--- src/rtl/wave_measure.sv ---
// wave_measure: windowed waveform measurement over 2^LOG2_WIN strobed samples.
// Reports mean (dc_offset), peak-to-peak (vpp), crest ratio floor(4*vpp^2/var)
// saturated at 255, and a square/sine/triangle class. Also streams a
// DC-removed signed copy of the input.
//   clk, rst          : clock, synchronous active-high reset
//   sample_valid/data : strobe-qualified unsigned ADC sample
//   ac_valid/ac_data  : sample_data - dc_offset, one cycle later
//   dc_offset, vpp    : mean and max-min of the last completed window
//   ratio, wave_type  : crest ratio and class (00 none, 01 sq, 10 sine, 11 tri)
//   result_valid      : one-cycle pulse when the result outputs update
module wave_measure #(
  parameter int unsigned DATA_W   = 8,
  parameter int unsigned LOG2_WIN = 10,
  parameter int unsigned SQ_MAX   = 24,
  parameter int unsigned TRI_MIN  = 40
) (
  input  logic                   clk,
  input  logic                   rst,
  input  logic                   sample_valid,
  input  logic [DATA_W-1:0]      sample_data,
  output logic                   ac_valid,
  output logic signed [DATA_W:0] ac_data,
  output logic [DATA_W-1:0]      dc_offset,
  output logic [DATA_W-1:0]      vpp,
  output logic [7:0]             ratio,
  output logic [1:0]             wave_type,
  output logic                   result_valid
);

  localparam int unsigned SX_W   = DATA_W + LOG2_WIN;
  localparam int unsigned SQ_W   = 2 * DATA_W;
  localparam int unsigned SX2_W  = 2 * DATA_W + LOG2_WIN;
  localparam int unsigned PROD_W = 2 * DATA_W + 2 * LOG2_WIN;
  localparam int unsigned VAR_W  = 2 * DATA_W;
  localparam int unsigned NUM_W  = 2 * DATA_W + 2;
  localparam int unsigned DVS_W  = 2 * DATA_W + 7;
  localparam int unsigned SAT_W  = 2 * DATA_W + 8;
  localparam logic [DATA_W-1:0] MIDSCALE = {1'b1, {(DATA_W-1){1'b0}}};

  typedef enum logic [2:0] {ST_ACC, ST_VAR, ST_SAT, ST_DIV, ST_OUT} state_t;

  // Accumulators and window-end snapshots
  logic [LOG2_WIN-1:0] cnt_q;
  logic [SX_W-1:0]     sx_q, snap_sx_q, sx_nxt_c;
  logic [SX2_W-1:0]    sx2_q, snap_sx2_q, sx2_nxt_c;
  logic [DATA_W-1:0]   mx_q, mn_q, snap_mx_q, snap_mn_q, mx_nxt_c, mn_nxt_c;
  logic                win_end_c;

  // Result pipeline
  state_t              state_q, state_d;
  logic [2:0]          div_cnt_q;
  logic                load_c;
  logic [VAR_W-1:0]    var_q, var_c;
  logic [DATA_W-1:0]   mean_q, pp_q;
  logic [NUM_W-1:0]    rem_q, num_c;
  logic [DVS_W-1:0]    dvs_q;
  logic [6:0]          quo_q;
  logic                zero_q, sat_q, div_bit_c;
  logic [7:0]          quo_c, ratio_c;
  logic [1:0]          class_c;

  // Running sums/extremes including the current sample
  always_comb begin
    sx_nxt_c  = sx_q + SX_W'(sample_data);
    sx2_nxt_c = sx2_q + SX2_W'(SQ_W'(sample_data) * SQ_W'(sample_data));
    mx_nxt_c  = (sample_data > mx_q) ? sample_data : mx_q;
    mn_nxt_c  = (sample_data < mn_q) ? sample_data : mn_q;
    win_end_c = sample_valid && (cnt_q == '1);
  end

  // Accumulate; on the closing sample snapshot and restart with no gap
  always_ff @(posedge clk) begin
    if (rst) begin
      cnt_q      <= '0;
      sx_q       <= '0;
      sx2_q      <= '0;
      mx_q       <= '0;
      mn_q       <= '1;
      snap_sx_q  <= '0;
      snap_sx2_q <= '0;
      snap_mx_q  <= '0;
      snap_mn_q  <= '0;
    end else if (sample_valid) begin
      cnt_q <= cnt_q + LOG2_WIN'(1);
      if (win_end_c) begin
        snap_sx_q  <= sx_nxt_c;
        snap_sx2_q <= sx2_nxt_c;
        snap_mx_q  <= mx_nxt_c;
        snap_mn_q  <= mn_nxt_c;
        sx_q       <= '0;
        sx2_q      <= '0;
        mx_q       <= '0;
        mn_q       <= '1;
      end else begin
        sx_q  <= sx_nxt_c;
        sx2_q <= sx2_nxt_c;
        mx_q  <= mx_nxt_c;
        mn_q  <= mn_nxt_c;
      end
    end
  end

  // State register
  always_ff @(posedge clk) begin
    if (rst) state_q <= ST_ACC;
    else     state_q <= state_d;
  end

  // Next state; outputs load on the last divider step so they show in OUT
  always_comb begin
    state_d = state_q;
    load_c  = 1'b0;
    case (state_q)
      ST_ACC: if (win_end_c) state_d = ST_VAR;
      ST_VAR: state_d = ST_SAT;
      ST_SAT: state_d = ST_DIV;
      ST_DIV: begin
        if (div_cnt_q == 3'd7) begin
          state_d = ST_OUT;
          load_c  = 1'b1;
        end
      end
      ST_OUT: state_d = ST_ACC;
      default: state_d = ST_ACC;
    endcase
  end

  // Variance, divider step and classification
  always_comb begin
    // N*sum_x2 >= sum_x^2 always, so the difference is non-negative
    var_c = VAR_W'(((PROD_W'(snap_sx2_q) << LOG2_WIN)
                    - (PROD_W'(snap_sx_q) * PROD_W'(snap_sx_q))) >> (2 * LOG2_WIN));
    num_c     = (NUM_W'(pp_q) * NUM_W'(pp_q)) << 2;
    div_bit_c = !zero_q && !sat_q && (DVS_W'(rem_q) >= dvs_q);
    quo_c     = {quo_q, div_bit_c};
    ratio_c   = sat_q ? 8'hFF : quo_c;
    if (zero_q)                       class_c = 2'b00;
    else if (32'(ratio_c) < SQ_MAX)   class_c = 2'b01;
    else if (32'(ratio_c) >= TRI_MIN) class_c = 2'b11;
    else                              class_c = 2'b10;
  end

  // Result datapath: stats, saturation test, restoring divide MSB first
  always_ff @(posedge clk) begin
    if (rst) begin
      var_q     <= '0;
      mean_q    <= '0;
      pp_q      <= '0;
      rem_q     <= '0;
      dvs_q     <= '0;
      quo_q     <= '0;
      zero_q    <= 1'b0;
      sat_q     <= 1'b0;
      div_cnt_q <= '0;
    end else begin
      case (state_q)
        ST_VAR: begin
          var_q  <= var_c;
          mean_q <= DATA_W'(snap_sx_q >> LOG2_WIN);
          pp_q   <= snap_mx_q - snap_mn_q;
        end
        ST_SAT: begin
          zero_q    <= (var_q == '0);
          sat_q     <= (var_q != '0) && (SAT_W'(num_c) >= (SAT_W'(var_q) << 8));
          rem_q     <= num_c;
          dvs_q     <= DVS_W'(var_q) << 7;
          quo_q     <= '0;
          div_cnt_q <= '0;
        end
        ST_DIV: begin
          if (div_bit_c) rem_q <= rem_q - NUM_W'(dvs_q);
          dvs_q     <= dvs_q >> 1;
          quo_q     <= quo_c[6:0];
          div_cnt_q <= div_cnt_q + 3'd1;
        end
        default: ;
      endcase
    end
  end

  // Registered outputs and DC-removed stream
  always_ff @(posedge clk) begin
    if (rst) begin
      dc_offset    <= MIDSCALE;
      vpp          <= '0;
      ratio        <= '0;
      wave_type    <= '0;
      result_valid <= 1'b0;
      ac_valid     <= 1'b0;
      ac_data      <= '0;
    end else begin
      result_valid <= load_c;
      ac_valid     <= sample_valid;
      ac_data      <= $signed({1'b0, sample_data}) - $signed({1'b0, dc_offset});
      if (load_c) begin
        dc_offset <= mean_q;
        vpp       <= pp_q;
        ratio     <= ratio_c;
        wave_type <= class_c;
      end
    end
  end

endmodule

--- config.mk ---
export PLATFORM = sky130hd
export DESIGN_NAME = wave_measure
export DESIGN_NICKNAME = d
export VERILOG_FILES = /design/src/rtl/wave_measure.sv
export SDC_FILE = /design/constraint.sdc
export NUM_CORES = 1
export LEC_CHECK = 0
export BUFFER_PORTS_ARGS = -buffer_cell sky130_fd_sc_hd__buf_2
export CORE_MARGIN = 1
export CORE_UTILIZATION = 30
export CTS_CLUSTER_DIAMETER = 30
export DETAILED_ROUTE_END_ITERATION = 10
export PLACE_DENSITY = 0.49
export SETUP_SLACK_MARGIN = 0.5
export SLEW_MARGIN = 5
export SYNTH_ARGS = -nofsm -noshare
export SYNTH_HDL_FRONTEND = slang
export SYNTH_SLANG_ARGS = --single-unit
--- constraint.sdc ---
create_clock -name clk -period 7.5 [get_ports clk]
set_clock_uncertainty 0.2 [all_clocks]
set_input_delay 1.125 -clock clk [delete_from_list [all_inputs] [get_ports clk]]
set_output_delay 1.125 -clock clk [all_outputs]
set_load 0.01 [all_outputs]
==> results.md <==
- Setup crit start kind: register
- PwrDens: 197 mW/mm^2
- Synth top area share: 0.248
- Final Critical Period: 6650 ps
- Clk root buf: clkbuf_16
- Measured slew at the worst slew-check pin: 1020 ps
- Endpoints failing hold: 0
- Via count: 19700
- Hold_ws: 194 ps
- Syn Area/Cell: 8.40 um^2
- Final Cell Area: 0.0296 mm^2
- Via density: 4.62
- Routed len/inst: 15.2 um
- Setup Crit Path Kind: reg -> reg
- Inst Count DP: 4151
- Initial antenna violation count: 0
- Post-synthesis sequential area ratio: 0.198
- Internal cell power: 4.03 mW
- Commonest cells in the netlist: inv_1, nand2_1, fa_1
- CP max FO: 12
- Skew-Pair Late Insertion Delay: 640 ps
- I/O Pins: 48
- Largest net degree at the start of global routing: 148
- Syn_nets: 3649
- Reg2reg path depth: 21
- Seq pwr share: 0.251
- Gp weighted congestion: 0.821
- Most Used Layer, Global Route: met2
- CP endpoint kind: register
- Hold path depth: 2
- Iter 0 DRT Violations: 1001
- PnR worst setup slack: 850 ps
- Share of power burned in combinational logic: 0.237
- Core area: 0.0851 mm^2
- Met3 usage: 0.0182
- Hold Path Origin: mean_q[2]$_SDFFE_PP0P_
- Synth area leader: fa_1
- H-tree depth: 2
- Longest Clk Path Bufs: 3
- Post-CTS Setup Bufs: 0
- Reg2Reg Setup Slack: 850 ps
- Die height: 295 um
- Clock power frac: 0.512
- Clock sink total: 255
- Nets: 3654
- R2r endpoint: var_q[13]$_SDFFE_PP0P_
- Ys async rst share: 0
- WHS Endpoint: dc_offset[2]$_SDFFE_PP0P_
- Final Setup Violations: 0
- Sw Pwr: 1.81 mW
- Largest cells by area after synthesis: fa_1, dfxtp_1, ha_1
- Post-CTS Resized: 0
- Inserted Clock Buffers: 61
- Yosys warning count: 0
- Die area: 0.0870 mm^2
- Power Total: 5.84 mW
- #FFs+latches synth: 255
- Met2 usage: 0.260
- First-pass GRT wire length: 108000 um
- Die width: 295 um
- Met1 Track Usage GR: 0.208
- Utilization after layout: 0.347
- Sw Share: 0.309
- Hold-fix buffers, CTS: 0
- Pins Over Slew Limit: 0
- Lkg Pwr: 13.3 nW
- HP Class: reg -> reg
- Fmax: 0.150 GHz
- RR Startpoint: snap_sx_q[3]$_SDFFE_PP0P_
- Worst Path Arrival: 6980 ps
- Fillers: 8992
- Slew headroom: 0.319
- Clock transition at the registers of the reported paths: 50 ps
- Setup_tns: 0 ps
- Non-Filler Instances: 4267
- Synth Flop Type: dfxtp_1
- Max_cap viols: 0
- RSZ-0062 raised after global routing: false
- Initial Util: 0.302
- Post-route DRC: 0
- Worst vdd ir: 0.244 mV
- CTS tree: yes
- Cell with the most instances after synthesis: inv_1
- Status: complete, no violations
- Global route overflow: 0
- Share of cells above drive strength 1: 0.0717
- Syn Std Cell Area: 0.0258 mm^2
- Count of unique library cells instantiated by Yosys: 72
- HPWL Detailed: 49200 um
- EDFF count, synth: 0
- IO Port Bufs: 47
- Antenna Nets Post-Route: 0
- Placed Area: 0.0272 mm^2
- Row Count: 107
- Vias in the first global route: 20600
- P&R area growth vs syn: 14.9%
- Tot GR Track Use: 0.154
- Critical Path RT: 7830 ps
- Placement Setup Slack: 639 ps
- Final period utilization: 0.887
- Syn Inst Count: 3065
- DR pass1 iterations: 5
- Routed WL: 64700 um
-- cell usage in the layout (no fill, tap or decap), types with 9 or more instances in the layout --
cell type / n
xor2_1: 28
clkbuf_16: 61
dfxtp_1: 254
a22oi_1: 23
ha_1: 254
buf_2: 46
and2_1: 89
or3_1: 18
fa_1: 319
a21oi_1: 212
clkinv_2: 9
nor2_1: 194
o21ai_1: 17
a211oi_1: 52
a311oi_1: 10
a31oi_1: 14
o21bai_1: 9
nand3_1: 57
o21a_1: 13
o21ai_0: 66
nor2b_1: 21
inv_1: 593
xnor2_1: 67
mux2i_1: 31
nand2_1: 331
nand2b_1: 15
nor3_1: 60
a21o_1: 31
bufinv_16: 15
nand4_1: 12
buf_4: 38
clkinvlp_4: 12
and3_1: 19
-- sequential cells by signal (all words and copies together), names as in the netlist, 9 cells and up --
name / count
sx_q: 18
dvs_q: 23
sx2_q: 26
cnt_q: 10
snap_sx2_q: 26
ac_data: 9
var_q: 16
snap_sx_q: 18
rem_q: 18
-- metal layers --
layer	wire length, um	vias to the layer above
li1	-	9801
met1	31000	9537
met2	30200	294
met3	2140	80
met4	1350	0
met5	0	-
-- cell families after synthesis --
kind of cell,after synthesis,synth area share
XOR/XNOR,95,0.0323
other,1,0.000146
multiplexers,32,0.0125
buffers and inverters,743,0.109
AO/OA/AOI/OAI,510,0.124
adder cells (fa/ha/maj),573,0.371
flip-flops,255,0.198
AND/OR/NAND/NOR,856,0.153
-- worst max-delay path, cell delays in order (launching register included) --
cell      delay, ps
dfxtp_1         620
inv_1           270
nor2_1          310
fa_1            460
fa_1            470
fa_1            510
inv_1            50
fa_1            460
fa_1            540
inv_1            50
fa_1            530
inv_1            40
ha_1            300
nand2_1          60
o21ai_1         200
o2111a_1        280
o21ai_1         130
o21ai_4         270
a211oi_2        150
nor3b_2         280
and3b_1         210
a31o_1          170
-- final cells by class --
cell class	instances	area, um^2	area share
diodes	1	2.50	0.0000846
flip-flops and latches	255	5110	0.173
well taps	1144	1430	0.0484
multi-input cells	2067	17900	0.605
clock buffers	67	1590	0.0537
clock inverters	48	754	0.0255
inverters	598	2240	0.0759
repair buffers	87	569	0.0192
-- power groups by stage --
stage                     clock [mW]  combinational (mW)  sequential (mW)
after global routing            3.11                1.59             1.47
final                           2.99                1.38             1.47
after CTS                       3.05                1.39             1.47
after detailed placement           0                1.38             1.49
after floorplan                    0                1.07             1.48
after global placement             0                1.38             1.49
-- worst max path at each step --
stage | depth (start not counted) | endpoint | startpoint
floorplan | 23 | var_q[13]$_SDFFE_PP0P_ | snap_sx_q[14]$_SDFFE_PP0P_
global placement | 22 | var_q[13]$_SDFFE_PP0P_ | snap_sx_q[11]$_SDFFE_PP0P_
detailed placement | 22 | var_q[13]$_SDFFE_PP0P_ | snap_sx_q[11]$_SDFFE_PP0P_
CTS | 22 | var_q[13]$_SDFFE_PP0P_ | snap_sx_q[11]$_SDFFE_PP0P_
global route | 24 | var_q[0]$_SDFFE_PP0P_ | snap_sx_q[1]$_SDFFE_PP0P_
finish | 21 | var_q[13]$_SDFFE_PP0P_ | snap_sx_q[3]$_SDFFE_PP0P_
(Power assumes the default switching activity.)
